`src/rtl/arb_pkg.sv`:
```
// arb_pkg: shared state encoding and default sizing for the round-robin arbiter.
package arb_pkg;
   typedef enum logic {IDLE, GRANT} arb_state_t;
   localparam int ARB_N_REQ_DEFAULT    = 8;
   localparam int ARB_MAX_HOLD_DEFAULT = 16;
endpackage

```
`src/rtl/onehot_dec.sv`:
```
// onehot_dec: index to one-hot decoder.
module onehot_dec #(
   parameter int N_REQ = 8,
   parameter int IDX_W = 3
) (
   input  logic [IDX_W-1:0] i_idx,
   output logic [N_REQ-1:0] o_onehot
);
   assign o_onehot = N_REQ'(1) << i_idx;
endmodule

```
`src/rtl/rr_arbiter_8.sv`:
```
// rr_arbiter_8: round-robin arbiter with owner-held grants.
// Define ARB_TIMEOUT_EN to force release after MAX_HOLD cycles of ownership.
module rr_arbiter_8
   import arb_pkg::*;
#(
   parameter int N_REQ    = ARB_N_REQ_DEFAULT,
   parameter int MAX_HOLD = ARB_MAX_HOLD_DEFAULT,
   localparam int IDX_W   = $clog2(N_REQ)
) (
   input  logic             clk,
   input  logic             rst_n,
   input  logic [N_REQ-1:0] req,
   input  logic [N_REQ-1:0] done,
   output logic [N_REQ-1:0] gnt,
   output logic [IDX_W-1:0] gnt_idx,
   output logic             gnt_valid,
   output logic             timeout
);
   arb_state_t       r_state;
   logic [N_REQ-1:0] r_gnt;
   logic [IDX_W-1:0] r_idx;
   logic [IDX_W-1:0] r_ptr;
   logic             r_valid;
   logic             r_timeout;
   logic             w_own_rel;
   logic             w_force;
   logic             w_release;
   logic             w_found;
   logic [IDX_W-1:0] w_start;
   logic [IDX_W-1:0] w_win;
   logic [N_REQ-1:0] w_cand;
   logic [N_REQ-1:0] w_dec;

   if (N_REQ < 2 || N_REQ > 16 || (N_REQ & (N_REQ - 1)) != 0 || MAX_HOLD < 2) begin : g_bad_params
      $error("rr_arbiter_8: invalid N_REQ or MAX_HOLD");
   end

   assign w_own_rel = done[r_idx] | ~req[r_idx];

`ifdef ARB_TIMEOUT_EN
   localparam int CNT_W = $clog2(MAX_HOLD);
   logic [CNT_W-1:0] r_cnt;
   assign w_force = (r_state == GRANT) && !w_own_rel && (r_cnt == CNT_W'(MAX_HOLD - 1));
   // A forced release always fires at MAX_HOLD-1, so the count never needs to climb past it
   always_ff @(posedge clk or negedge rst_n) begin
      if (!rst_n) r_cnt <= '0;
      else r_cnt <= (r_state != GRANT || w_release) ? '0 : r_cnt + 1'b1;
   end
`else
   assign w_force = 1'b0;
`endif

   assign w_release = (r_state == GRANT) && (w_own_rel || w_force);
   // Scan starts just past the owner so the releasing index has lowest priority
   assign w_start = (r_state == GRANT) ? r_idx + 1'b1 : r_ptr;
   assign w_cand  = req & ~((r_state == GRANT) ? r_gnt : '0);

   always_comb begin
      w_found = 1'b0;
      w_win   = w_start;
      for (int i = N_REQ - 1; i >= 0; i--) begin
         if (w_cand[w_start + IDX_W'(i)]) begin
            w_found = 1'b1;
            w_win   = w_start + IDX_W'(i);
         end
      end
   end

   onehot_dec #(.N_REQ(N_REQ), .IDX_W(IDX_W)) u_dec (.i_idx(w_win), .o_onehot(w_dec));

   always_ff @(posedge clk or negedge rst_n) begin
      if (!rst_n) begin
         r_state   <= IDLE;
         r_gnt     <= '0;
         r_idx     <= '0;
         r_ptr     <= '0;
         r_valid   <= 1'b0;
         r_timeout <= 1'b0;
      end else begin
         r_timeout <= w_force;
         if (r_state == IDLE || w_release) begin
            if (w_release) r_ptr <= r_idx + 1'b1;
            r_state <= w_found ? GRANT : IDLE;
            r_gnt   <= w_found ? w_dec : '0;
            r_idx   <= w_found ? w_win : '0;
            r_valid <= w_found;
         end
      end
   end

   assign gnt       = r_gnt;
   assign gnt_idx   = r_idx;
   assign gnt_valid = r_valid;
   assign timeout   = r_timeout;
endmodule

```
`config.mk`:
```
export PLATFORM = sky130hd
export DESIGN_NAME = rr_arbiter_8
export DESIGN_NICKNAME = d
export VERILOG_FILES = /design/src/rtl/arb_pkg.sv /design/src/rtl/onehot_dec.sv /design/src/rtl/rr_arbiter_8.sv
export SDC_FILE = /design/constraint.sdc
export NUM_CORES = 1
export LEC_CHECK = 0
export CAP_MARGIN = 30
export CORE_MARGIN = 5
export CORE_UTILIZATION = 54
export CTS_CLUSTER_DIAMETER = 30
export DETAILED_ROUTE_END_ITERATION = 10
export GPL_TIMING_DRIVEN = 1
export MAX_ROUTING_LAYER = met4
export PLACE_DENSITY_LB_ADDON = 0.1
export SETUP_SLACK_MARGIN = 0.15
export SLEW_MARGIN = 5
export SYNTH_ARGS = -nofsm -noshare
export SYNTH_HDL_FRONTEND = slang
export SYNTH_SLANG_ARGS = --single-unit
```
`constraint.sdc`:
```
create_clock -name clk -period 4.9 [get_ports clk]
set_input_delay 1.225 -clock clk [delete_from_list [all_inputs] [get_ports clk]]
set_output_delay 1.225 -clock clk [all_outputs]
set_load 0.03 [all_outputs]
```
==> metrics.md <==
| Metric | Value |
|---|---|
| Status | complete, no violations |
| Antenna cells | 0 |
| Initial antenna violation count | 0 |
| Fraction of registers with async set/reset | 1.00 |
| Cts bufs inserted | 3 |
| Post-CTS Setup Bufs | 0 |
| Fin. max-slew vios | 0 |
| Die ar. | 0.00467 mm² |
| Period utilisation layout | 0.841 |
| Crit Path Class | reg -> reg |
| I/O pin cnt | 31 |
| Count of state elements after synthesis | 15 |
| Main synth FF type | dfrtp_1 |
| Final hold violation count | 0 |
| Setup slack, reg-to-reg | 780 ps |
| Initial core utilization | 0.555 |
| Adder-Cell Fraction of Synth Area | 0.0204 |
| Rows | 21 |
| Sink Count | 15 |
| Setup violators final | 0 |
| TritonRoute pass-1 iters | 5 |
| DP HPWL | 3.93 mm |
| WL final | 4.97 mm |
| Global-route usage over all layers | 0.238 |
| Hold buffer count at CTS | 0 |
| Rel. slew slack | 0.495 |
| Post-Syn Instances | 210 |
| Register area share after synthesis | 0.204 |
| Crit Path Max Fanout | 14 |
| Synthesized Nets | 231 |
| Post-Syn Area per Cell | 8.75 µm² |
| CTS tree | done |
| CP required | 5110 ps |
| Synth warn | 0 |
| Least-Margin Pin Slew | 758 ps |
| Fmax | 243 MHz |
| Area of the mapped netlist | 0.00184 mm² |
| Final Wtd Congestion | 0.885 |
| Routed vias | 1722 |
| CTS H-tree depth | 1 |
| Die H | 68.3 µm |
| Post-Route Skew | 3.08 ps |
| Critical path launch point type | register |
| Input/output buffers | 29 |
| Synth Area in Compound Gates | 0.259 |
| Longest Clk Path Bufs | 2 |
| Vias in the first global route | 1669 |
| Simple-gate area share of the yosys netlist | 0.160 |
| CTS root buffer | clkbuf_4 |
| Synth Area in XOR/XNOR | 0.0388 |
| Multiplexer area fraction after synthesis | 0.246 |
| Setup tns final | 0 ps |
| CTS resizes | 0 |
| Largest net degree at the start of global routing | 16 |
| Post-route ant nets | 0 |
| Nets | 256 |
| Count of distinct cell types in the synthesized netlist | 60 |
| Worst-path clk slew | 100 ps |
| Worst-Skew Late Latency | 300 ps |
| Min-delay worst type | reg -> reg |
| Remaining Overflow, GRT | 0 |
| Area growth syn-to-layout | 17.1% |
| Crit path capture type | register |
| Crit path DAT | 4330 ps |
| Largest family of logic cells by synthesized area | compound AO/OA/AOI/OAI gates |
| Share of post-route cells with drive strength above 1 | 0.141 |
| Max cap viols | 0 |
| Initial DRC count | 158 |
| DR vias/cell | 6.15 |
| First-pass GRT wire length | 8.00 mm |
| Placeable Area | 0.00331 mm² |
| Min Tclk post-route | 4120 ps |
| Die X | 68.3 µm |
| Post-synth EDFFs | 0 |
| Routed len/inst | 17.7 µm |
| RSZ-0062 raised after global routing | false |
| DRC errors left | 0 |
final cells by class:
cell class / count / area, µm²
Inverter: 13 / 48.8
Sequential cell: 15 / 375
Tap cell: 46 / 57.6
Fill cell: 306 / 1160
Clock buffer: 3 / 22.5
Multi-Input combinational cell: 171 / 1340
Timing Repair Buffer: 31 / 305
Clock inverter: 1 / 7.51
flip-flops by register name, indices dropped and copies added, names as in the netlist:
register,cells
gnt_idx,3
r_ptr,3
gnt,8
r_state,1
path summary, 6_finish.rpt:
path	end	start	cells after the start
max reg2reg	gnt[2]	gnt_idx[0]	11
min in group asynchronous	gnt_idx[2]	rst_n	1
min reg2reg	r_ptr[0]	r_ptr[0]	2
max in group asynchronous	gnt_idx[1]	rst_n	1
min	r_ptr[0]	r_ptr[0]	2
max	gnt[2]	gnt_idx[0]	11
through the flow:
stage          std cells  setup WS [ps]  utilization  hold WS (ps)  cell area, µm²
3_3_place_gp         276            909        0.641           495            2120
4_1_cts              280            849        0.650           532            2150
2_1_floorplan        210           1140            -           468            1840
5_1_grt              280            522        0.650           561            2150
3_5_place_dp         276            773        0.641           506            2120
6_report             280            777        0.650           528            2150
routing by layer:
layer	vias to the layer above	track usage	routed length (µm)	share of wire
met2	75	0.403	2470	0.50
met4	0	0.0596	108	0.022
met3	12	0.0328	266	0.054
li1	815	-	-	-
met1	820	0.297	2130	0.43
met5	-	-	0	0
cell usage in the layout, fill, tap and decap left out, drive strengths merged, types with 2 or more instances in the layout:
cell	instances
or2	3
xnor2	4
a21boi	8
o31ai	5
mux2i	22
a221oi	3
a31oi	5
mux4	4
inv	13
and2	3
dfrtp	15
ha	3
buf	2
a21oi	9
nand2	34
a21o	2
nand3	2
a22oi	2
a211oi	3
a2bb2oi	2
o21ai	13
clkbuf	3
xor2	2
mux2	6
nor2	14
o32ai	4
nand2b	2
clkdlybuf4s50	29
o311ai	2
synth_stat cells, types with 2 or more instances:
master / instances / share of area
mux4_2: 4 / 0.049
xnor2_1: 3 / 0.014
a21oi_1: 8 / 0.022
and2_1: 3 / 0.010
a22oi_1: 2 / 0.0082
mux2_2: 4 / 0.025
mux2i_4: 5 / 0.061
o21ai_0: 7 / 0.019
nand2b_1: 2 / 0.0068
a21o_1: 2 / 0.0082
a31oi_1: 4 / 0.014
nor2_1: 13 / 0.027
mux2i_2: 2 / 0.015
nand3_1: 2 / 0.0054
nand2_1: 34 / 0.069
inv_1: 12 / 0.025
a21boi_1: 7 / 0.029
a2bb2oi_1: 2 / 0.0095
buf_4: 2 / 0.0082
o32ai_1: 4 / 0.019
a211oi_1: 3 / 0.012
mux2i_1: 15 / 0.082
clkbuf_1: 4 / 0.0082
dfrtp_1: 15 / 0.20
xor2_1: 2 / 0.0095
o21ai_1: 5 / 0.014
o31ai_1: 4 / 0.016
buf_6: 4 / 0.025
a221oi_1: 3 / 0.014
ha_1: 3 / 0.020
cells by family after synthesis:
kind of cell               Yosys count
DFF                                 15
other                                1
and+or+nand+nor                     65
buffers and inverters               24
AOI/OAI and AO/OA                   64
muxes                               32
adders and majority gates            3
xor gates and xnor gates             6
worst max-delay path, cell delays in order (launching register included):
cell,delay (ps)
dfrtp_1,370
buf_4,180
ha_1,370
mux2i_4,550
ha_1,450
mux4_2,650
mux2i_1,410
o311ai_1,190
a32oi_1,220
a31oi_2,90
or3_4,360
o31ai_2,180
Power is left out: the tool's default activity adds up to more than one toggle a clock period on the data nets, which glitch-free logic cannot reach.
